<file path="config.mk">
export PLATFORM = sky130hd
export DESIGN_NAME = instr_prefetch_buf
export DESIGN_NICKNAME = d
export VERILOG_FILES = /design/src/rtl/instr_prefetch_buf.sv
export SDC_FILE = /design/constraint.sdc
export NUM_CORES = 1
export LEC_CHECK = 0
export BUFFER_PORTS_ARGS = -buffer_cell sky130_fd_sc_hd__buf_2
export CORE_MARGIN = 5
export CORE_UTILIZATION = 45
export CTS_BUF_LIST = sky130_fd_sc_hd__clkbuf_4
export DETAILED_ROUTE_END_ITERATION = 6
export HOLD_SLACK_MARGIN = 0.15
export MAX_ROUTING_LAYER = met4
export PLACE_DENSITY_LB_ADDON = 0.15
export REMOVE_ABC_BUFFERS = 1
export SKIP_LAST_GASP = 1
export SLEW_MARGIN = 20
export SYNTH_ARGS = -nofsm -noshare
export SYNTH_HDL_FRONTEND = slang
export SYNTH_SLANG_ARGS = --single-unit
</file>
<file path="constraint.sdc">
create_clock -name clk -period 3.8 [get_ports clk]
set_clock_uncertainty 0.15 [all_clocks]
set_input_delay 0.57 -clock clk [delete_from_list [all_inputs] [get_ports clk]]
set_output_delay 0.57 -clock clk [all_outputs]
set_load 0.01 [all_outputs]
</file>
<file path="src/rtl/instr_prefetch_buf.sv">
// Instruction prefetch buffer.
// Keeps a fetch PC, issues pipelined word reads over a valid/ready channel,
// buffers in-order responses in a DEPTH-entry FIFO and presents them to the
// core. A jump flushes the FIFO and marks all in-flight responses for discard.

// Protocol checker: a response with nothing outstanding, and a FIFO push
// into a full FIFO that is not popped or flushed in the same cycle.
module instr_prefetch_buf_chk (
    input  logic clk,
    input  logic rst_n,
    input  logic rsp_orphan,
    input  logic fifo_overflow
);

    a_no_orphan_rsp: assert property (@(posedge clk) disable iff (!rst_n) !rsp_orphan);

    a_no_fifo_overflow: assert property (@(posedge clk) disable iff (!rst_n) !fifo_overflow);

endmodule

module instr_prefetch_buf #(
    parameter int unsigned DEPTH     = 4,
    parameter int unsigned MAX_OUTST = 4,
    parameter logic [31:0] RESET_PC  = 32'h0000_0000
) (
    input  logic        clk,
    input  logic        rst_n,
    input  logic        jmp_en,
    input  logic [31:0] jmp_to,
    output logic        mem_req_valid,
    input  logic        mem_req_ready,
    output logic [31:0] mem_req_addr,
    input  logic        mem_rsp_valid,
    input  logic [31:0] mem_rsp_data,
    output logic        instr_valid,
    input  logic        instr_ready,
    output logic [31:0] instr_out,
    output logic [31:0] addr_instr
);

    localparam int unsigned CW  = $clog2(2 * DEPTH) + 1;
    localparam int unsigned PW  = $clog2(DEPTH);
    localparam int unsigned TD  = 2 * DEPTH;
    localparam int unsigned TPW = $clog2(TD);
    localparam logic [31:0]   NOP_C  = 32'h0000_0013;
    localparam logic [CW-1:0] ZERO_C = {CW{1'b0}};

    typedef enum logic {
        ST_BOOT = 1'b0,
        ST_RUN  = 1'b1
    } state_e;

    state_e        state_r;
    state_e        state_next_s;

    logic [31:0]   fetch_pc_r;
    logic [CW-1:0] occ_r;
    logic [CW-1:0] outst_r;
    logic [CW-1:0] drop_r;

    logic [31:0]   ifq_data_r [DEPTH];
    logic [31:0]   ifq_addr_r [DEPTH];
    logic [PW-1:0] ifq_wr_ptr_r;
    logic [PW-1:0] ifq_rd_ptr_r;

    // Tags of requests in flight; dropped tags stay queued and pop unused.
    logic [31:0]    tag_r [TD];
    logic [TPW-1:0] tag_wr_ptr_r;
    logic [TPW-1:0] tag_rd_ptr_r;

    logic [CW-1:0] live_s;
    logic [CW-1:0] outst_next_s;
    logic          req_valid_s;
    logic          req_fire_s;
    logic          rsp_ok_s;
    logic          rsp_drop_s;
    logic          push_s;
    logic          pop_s;
    logic [31:0]   jmp_tgt_s;
    logic          rsp_orphan_s;
    logic          fifo_overflow_s;

    // Handshake decode and credit check
    always_comb begin
        live_s          = outst_r - drop_r;
        req_valid_s     = (state_r == ST_RUN)
                          && ((occ_r + live_s) < CW'(DEPTH))
                          && (outst_r < CW'(MAX_OUTST));
        req_fire_s      = req_valid_s && mem_req_ready;
        rsp_ok_s        = mem_rsp_valid && (outst_r != ZERO_C);
        rsp_drop_s      = rsp_ok_s && (drop_r != ZERO_C);
        push_s          = rsp_ok_s && !rsp_drop_s;
        pop_s           = (occ_r != ZERO_C) && instr_ready;
        outst_next_s    = outst_r + CW'(req_fire_s) - CW'(rsp_ok_s);
        jmp_tgt_s       = jmp_to & 32'hFFFF_FFFC;
        rsp_orphan_s    = mem_rsp_valid && (outst_r == ZERO_C);
        fifo_overflow_s = push_s && !pop_s && !jmp_en && (occ_r == CW'(DEPTH));
    end

    // Output drive: request from fetch PC, FIFO head or NOP when empty
    always_comb begin
        mem_req_valid = req_valid_s;
        mem_req_addr  = fetch_pc_r;
        instr_valid   = (occ_r != ZERO_C);
        if (occ_r != ZERO_C) begin
            instr_out  = ifq_data_r[ifq_rd_ptr_r];
            addr_instr = ifq_addr_r[ifq_rd_ptr_r];
        end else begin
            instr_out  = NOP_C;
            addr_instr = 32'h0000_0000;
        end
    end

    // Next state: BOOT lasts exactly one cycle, RUN is held until reset
    always_comb begin
        state_next_s = state_r;
        case (state_r)
            ST_BOOT: state_next_s = ST_RUN;
            ST_RUN:  state_next_s = ST_RUN;
            default: state_next_s = ST_BOOT;
        endcase
    end

    // State register
    always_ff @(posedge clk or negedge rst_n) begin
        if (!rst_n) begin
            state_r <= ST_BOOT;
        end else begin
            state_r <= state_next_s;
        end
    end

    // Fetch PC: redirect wins over the post-fire increment
    always_ff @(posedge clk or negedge rst_n) begin
        if (!rst_n) begin
            fetch_pc_r <= RESET_PC;
        end else if (jmp_en) begin
            fetch_pc_r <= jmp_tgt_s;
        end else if (req_fire_s) begin
            fetch_pc_r <= fetch_pc_r + 32'd4;
        end else begin
            fetch_pc_r <= fetch_pc_r;
        end
    end

    // Outstanding, discard and fill counters; a flush turns everything in flight into discards
    always_ff @(posedge clk or negedge rst_n) begin
        if (!rst_n) begin
            outst_r <= ZERO_C;
            drop_r  <= ZERO_C;
            occ_r   <= ZERO_C;
        end else begin
            outst_r <= outst_next_s;
            if (jmp_en) begin
                drop_r <= outst_next_s;
                occ_r  <= ZERO_C;
            end else begin
                drop_r <= drop_r - CW'(rsp_drop_s);
                occ_r  <= occ_r + CW'(push_s) - CW'(pop_s);
            end
        end
    end

    // Instruction FIFO pointers; a flush empties the FIFO
    always_ff @(posedge clk or negedge rst_n) begin
        if (!rst_n) begin
            ifq_wr_ptr_r <= {PW{1'b0}};
            ifq_rd_ptr_r <= {PW{1'b0}};
        end else if (jmp_en) begin
            ifq_wr_ptr_r <= {PW{1'b0}};
            ifq_rd_ptr_r <= {PW{1'b0}};
        end else begin
            ifq_wr_ptr_r <= ifq_wr_ptr_r + PW'(push_s);
            ifq_rd_ptr_r <= ifq_rd_ptr_r + PW'(pop_s);
        end
    end

    // Instruction FIFO storage: fetched word and its address at the tail
    always_ff @(posedge clk or negedge rst_n) begin
        if (!rst_n) begin
            for (int i = 0; i < int'(DEPTH); i++) begin
                ifq_data_r[i] <= 32'h0000_0000;
                ifq_addr_r[i] <= 32'h0000_0000;
            end
        end else if (push_s && !jmp_en) begin
            ifq_data_r[ifq_wr_ptr_r] <= mem_rsp_data;
            ifq_addr_r[ifq_wr_ptr_r] <= tag_r[tag_rd_ptr_r];
        end else begin
            ifq_data_r <= ifq_data_r;
            ifq_addr_r <= ifq_addr_r;
        end
    end

    // Address tag FIFO: push on request fire, pop on every accepted response
    always_ff @(posedge clk or negedge rst_n) begin
        if (!rst_n) begin
            tag_wr_ptr_r <= {TPW{1'b0}};
            tag_rd_ptr_r <= {TPW{1'b0}};
            for (int i = 0; i < int'(TD); i++) begin
                tag_r[i] <= 32'h0000_0000;
            end
        end else begin
            if (req_fire_s) begin
                tag_r[tag_wr_ptr_r] <= fetch_pc_r;
            end else begin
                tag_r <= tag_r;
            end
            tag_wr_ptr_r <= tag_wr_ptr_r + TPW'(req_fire_s);
            tag_rd_ptr_r <= tag_rd_ptr_r + TPW'(rsp_ok_s);
        end
    end

    instr_prefetch_buf_chk u_chk (
        .clk           (clk),
        .rst_n         (rst_n),
        .rsp_orphan    (rsp_orphan_s),
        .fifo_overflow (fifo_overflow_s)
    );

endmodule

</file>
# ---- Yosys cells after proc, flatten, opt, wreduce, memory -nomap -nowiden
# Cells that the tools add are included.
dict set report word_totals {
  register_bits 567
  input_bits 70
  output_inout_bits 98
  word_cells 89
}
dict set report op_classes {
  addsub 12
  order_cmp 8
  muxes 24
  bitwise 4
  reduce_logical 16
}
# operator count
set op_table {}
lappend op_table {{$mux W32} 12}
lappend op_table {{$bwmux W128} 2}
lappend op_table {{$bwmux W256} 1}
lappend op_table {{$bmux W32 S2} 2}
lappend op_table {{$bmux W32 S3} 1}
lappend op_table {{$demux W32 S3} 1}
lappend op_table {{$demux W32 S2} 1}
lappend op_table {{$add A32 B3 Y32 const B} 1}
lappend op_table {{$reduce_bool A4 Y1} 3}
lappend op_table {{$sub A4 B1 Y4} 3}
lappend op_table {{$logic_and A1 B1 Y1} 10}
lappend op_table {{$add A4 B1 Y4} 2}
lappend op_table {{$ge A4 B4 Y1 const B} 2}
lappend op_table {{$lt A4 B3 Y1 const B} 2}
lappend op_table {{$mux W4} 2}
lappend op_table {{$not A3 Y4} 2}
lappend op_table {{$add A3 B1 Y3} 2}
lappend op_table {{$ge A3 B3 Y1 const B} 2}
lappend op_table {{$not A2 Y3} 2}
lappend op_table {{$add A2 B1 Y2} 2}
lappend op_table {{$add A4 B4 Y4} 1}
lappend op_table {{$lt A4 B1 Y1 const B} 1}
lappend op_table {{$mux W2} 2}
lappend op_table {{$sub A4 B4 Y4} 1}
lappend op_table {{other kinds (3)} 4}

# ---- Logic depth before layout (Yosys ltp)
dict set report depth {
  word_depth 9
  depth_mapped 17
}

# ---- Worst setup path before layout
# No wires, ideal clock.
dict set report synth_timing {
  kind {reg-to-reg}
  start {register outst_r[1]}
  end {register drop_r[2]}
  arrival_time_ns 3.346
  slack_ns 0.167
  path_stages_with_launch 18
  n_path_buf 1
  cell_sequence {dfrtp_1 > inv_1 > fa_1 > inv_1 > ha_1 > and3b_1 > nor3_1 > o2bb2ai_1 > buf_2 > nand2_1 > ha_1 > inv_1 > ha_1 > inv_1 > fa_1 > xnor2_1 > nand2_1 > o21ai_0}
}
dict set report synth_between {
  elab_chain_cells 9
  elab_cells_between_ends 14
  classes_between {5 x add/sub; 2 x order compare; 1 x mux; 6 x reduce/logical}
}
# item line_no
set synth_rtl {}
lappend synth_rtl {{start, declared} 58} ;# logic [CW-1:0] outst_r;
lappend synth_rtl {{start signal, assigned} 153} ;# outst_r <= outst_next_s;
lappend synth_rtl {{$sub A4 B4 Y4} 85} ;# live_s = outst_r - drop_r;
lappend synth_rtl {{$add A4 B4 Y4} 87} ;# && ((occ_r + live_s) < CW'(DEPTH))
lappend synth_rtl {{$lt A4 B3 Y1} 87}
lappend synth_rtl {{$logic_and A1 B1 Y1} 87}
lappend synth_rtl {{$logic_and A1 B1 Y1} 88} ;# && (outst_r < CW'(MAX_OUTST));
lappend synth_rtl {{$logic_and A1 B1 Y1} 89} ;# req_fire_s = req_valid_s && mem_req_ready;
lappend synth_rtl {{$add A4 B1 Y4} 94} ;# outst_next_s = outst_r + CW'(req_fire_s) - CW'(rsp_ok_s);
lappend synth_rtl {{$sub A4 B1 Y4 *} 94}
lappend synth_rtl {{net outst_next_s[2]} 72} ;# logic [CW-1:0] outst_next_s;
lappend synth_rtl {{$mux W4 *} 154} ;# if (jmp_en) begin
lappend synth_rtl {{end signal, assigned} 155} ;# drop_r <= outst_next_s;
lappend synth_rtl {{end signal, assigned} 158} ;# drop_r <= drop_r - CW'(rsp_drop_s);
lappend synth_rtl {{end, declared} 59} ;# logic [CW-1:0] drop_r;
# The timed path passes the listed nets; every way through them passes the cells marked *.
# A chain may end at the register's enable or synchronous reset.

# ---- Final worst setup path
dict set report layout_timing {
  start {register occ_r[1]}
  end {output mem_req_valid}
}
dict set report layout_between {
  elab_chain_cells 4
}
# item line_no
set layout_rtl {}
lappend layout_rtl {{start, declared} 57} ;# logic [CW-1:0] occ_r;
lappend layout_rtl {{start signal, assigned} 159} ;# occ_r <= occ_r + CW'(push_s) - CW'(pop_s);
lappend layout_rtl {{$add A4 B4 Y4} 87}
lappend layout_rtl {{$lt A4 B3 Y1} 87}
lappend layout_rtl {{$logic_and A1 B1 Y1} 87}
lappend layout_rtl {{$logic_and A1 B1 Y1} 88}
lappend layout_rtl {{end, declared} 30} ;# output logic mem_req_valid,
# Every way passes these cells.

==> impl_metrics.ini <==
[synthesis]
synth_top_cell_by_area = dfrtp_1
synth_fa_ha_area_share_pct = 1.410
muxShareOfSynthArea_pct = 34.08
synth_most_common_cell = dfrtp_1
avgSynthCellArea_um2 = 14.92
synth_cells = 1690
synthArstFlopShare_pct = 100.0
yosys_warnings = 0
synth_xor_area_share_pct = 0.6006
synthTopCellsByCount = dfrtp_1, mux2_2, mux4_2, mux2_1, buf_2
ys_ff_latch = 541
yosys.area.top_type_share_pct = 53.71
synthTopCellsByArea = dfrtp_1, mux2_2, mux4_2
synth_top_family_by_area = multiplexers
synth-edff-count = 0
yosysSeqAreaShare_pct = 53.71
yosys.area_share.simple_pct = 4.894
syn_area_um2 = 25210
ys_types = 56
synth-compound-area-share_pct = 2.293
synth_flop_cell = dfrtp_1

[finish]
fin_nets = 2122
post-route-util_pct = 54.52
regArea_um2 = 13550
synthToLayoutAreaGrowth_pct = 19.62
num-fill-cells = 4726
multi_input_area_um2 = 10990
drive_above_1_share_pct = 48.57

[setup_path]
cp_cell_sequence = inv_2 -> fa_1 -> inv_1 -> ha_1 -> and3b_2 -> nor3_4 -> o2bb2ai_2 -> buf_4 -> and3_4 -> buf_6
path_max_fanout = 3
end_kind = output port
required_ns = 3.08
slowest_delay_ns = 0.49
r2r_cells = 11
crit_type = reg2out
cp_num_buf_inv = 4
worstSetupStartpointType = flip-flop
arrival_ns = 3.12
crit_slowest_cell = fa_1
critical_path.top_delay_family = adder cells
r2r-end = mem_req_addr[8]
r2r-start = occ_r[1]
rrSetupSlack_ns = 0.12

[clock_network]
cts_max_level = 4
clk_pin_slew_worst_paths_ns = 0.06
root_buffer = clkbuf_4
cts_buffers = 151
cts_tree = built
clk_path_buf_depth = 3
worstSkewPairLatency_ns = 0.94
clkSinkCount = 541

[pwr]
power_frac_seq_pct = 39.5
p_leak_nw = 14.84
p_sw_share_pct = 32.67
p_clk_share_pct = 28.9
ir_drop_mv = 0.5486
p_int_mw = 12.52
power_frac_comb_pct = 31.6
report.power.total_mw = 18.60
switchingPower_mw = 6.078
cellPowerDensity_nw_per_um2 = 616.9

[detailed_routing]
first_pass_iters = 5
via_per_inst = 5.427
initialDrtViolationCount = 682
wl_um = 59470
via_count = 15680
drc = 0
ant_nets = 0
detail_route.wl_per_cell_um = 20.58

[sta]
min_period_over_period_pct = 101.1
fmax_mhz = 260.3
drv_slew = 0
slew_headroom_pct = 42.05
setup_viol = 1
final.setup.tns_ns = -0.04129
worst_slew_pin_slew_ns = 0.8681
rsz0062_at_grt = yes
period_needed_ns = 3.841
finalHoldViolCount = 0
setup_slack_ns = -0.04129

[run_status]
violations = setup timing
status = finished with violations

[die]
coreArea_um2 = 55310
ioPinCount = 168
dieHeight_um = 246.7
core.rowCount = 86
start_util_pct = 45.58
die_area_um2 = 60850
die-width_um = 246.7

[grt]
grt_pass1_vias = 17430
grt-ovfl-total = 0
grt_pass1_wl_um = 96700
grt_antenna_before_repair = 2
track_usage_pct = 21.00
grt_max_degree = 102

[placement]
dpl.hpwl_um = 34970
io_buffer_count = 161
globalplace.congestion = 0.7576

[hold_path]
min-delay-start = mem_rsp_data[0]
holdPathStages = 3
hold_path_class = in2reg
min_to = ifq_data_r[96]

[run]
drv_cap = 0
## what timing repair did
action,4_1_cts,5_1_grt
resized for setup,10,1
cloned,0,0
endpoints found under the hold margin,587,0
hold buffers,104,0
buffers inserted,10,0
setup endpoints to repair,38,6
pin swaps,6,2
## area by class of cell
class	count	area share (%)
antenna	6	0.04979
clock buffer	236	5.876
clock inverter	26	0.5934
inverter	32	0.3984
multi-input combinational	979	36.46
sequential	541	44.94
tap	748	3.104
timing repair buffer	321	8.585
## routing by layer
| layer | vias up | GRT usage (%) | share of wire [%] |
|---|---|---|---|
| li1 | 7027 | - | - |
| met1 | 8231 | 27.78 | 46 |
| met2 | 352 | 32.50 | 48 |
| met3 | 70 | 4.907 | 4.0 |
| met4 | 0 | 6.794 | 1.4 |
| met5 | - | - | 0 |
## power by group through the flow
stage	Combinational [mW]	Clock, mW	Sequential, mW
2_1_floorplan	3.36	0	7.43
3_3_place_gp	5.41	0	7.44
3_5_place_dp	5.48	0	7.49
4_1_cts	5.95	5.62	7.36
5_1_grt	6.46	5.94	7.47
6_report	5.88	5.38	7.34
## per-stage QoR
| step | hold slack (ns) | area, um2 | worst slack (ns) | cells |
|---|---|---|---|---|
| floorplan | 0.1244 | 24590 | -1.866 | 1552 |
| global placement | 0.3148 | 27010 | 0.1510 | 2507 |
| detailed placement | 0.3248 | 27010 | 0.1086 | 2507 |
| CTS | 0.1501 | 30140 | -0.2490 | 2883 |
| global route | 0.1911 | 30150 | -0.2826 | 2888 |
| finish | 0.2990 | 30150 | -0.04129 | 2889 |
## worst max path at each step
stage,start,to,slack (ns),cells after the start
6_report,occ_r[1],mem_req_valid,-0.04,10
5_1_grt,outst_r[1],mem_req_valid,-0.28,10
4_1_cts,outst_r[1],mem_req_valid,-0.25,10
3_5_place_dp,occ_r[1],drop_r[3],0.11,16
3_3_place_gp,occ_r[1],drop_r[2],0.15,16
2_1_floorplan,occ_r[2],occ_r[2],-1.87,10
## cells in the final DEF, fill, tap and decap left out, types with 5 or more instances in the layout
master	instances
a31oi_1	23
and2_1	6
and3_1	5
buf_12	23
buf_2	159
buf_4	33
clkbuf_4	236
clkinv_1	15
conb_1	5
dfrtp_1	536
diode_2	6
dlygate4sd3_1	103
ha_1	22
inv_1	29
inv_2	9
mux2_1	95
mux2_2	423
mux4_2	122
nand2_1	21
nand3_1	16
nand4_1	9
nor2_1	40
nor2b_1	66
o2111ai_1	5
o311ai_0	6
o31ai_1	18
or2_2	6
or4_1	20
xnor2_1	7
## worst register-to-register path, delay by kind of cell (launching register included)
family / cells / cell delay [ns]
buf+inv: 4 / 0.82
simple gates: 2 / 0.70
flops: 1 / 0.38
compound gates: 3 / 0.82
fa+ha+maj: 2 / 0.75
## kinds of logic (layout without fill, tap and decap cells)
family,count (synthesis),after routing
buf+inv,173,615
compound gates,78,78
xor+xnor,14,14
fa+ha+maj,26,26
flops,541,541
mux,641,641
other cells,2,11
simple gates,215,215
## registers in the layout, summed over array words and instances, names as in the netlist
name / cells
tag_rd_ptr_r: 3
state_r: 1
occ_r: 4
outst_r: 4
drop_r: 4
ifq_wr_ptr_r: 2
mem_req_addr: 30
ifq_data_r: 128
ifq_addr_r: 120
tag_r: 240
tag_wr_ptr_r: 3
ifq_rd_ptr_r: 2
Note: power is estimated with default switching activity, not from simulation.
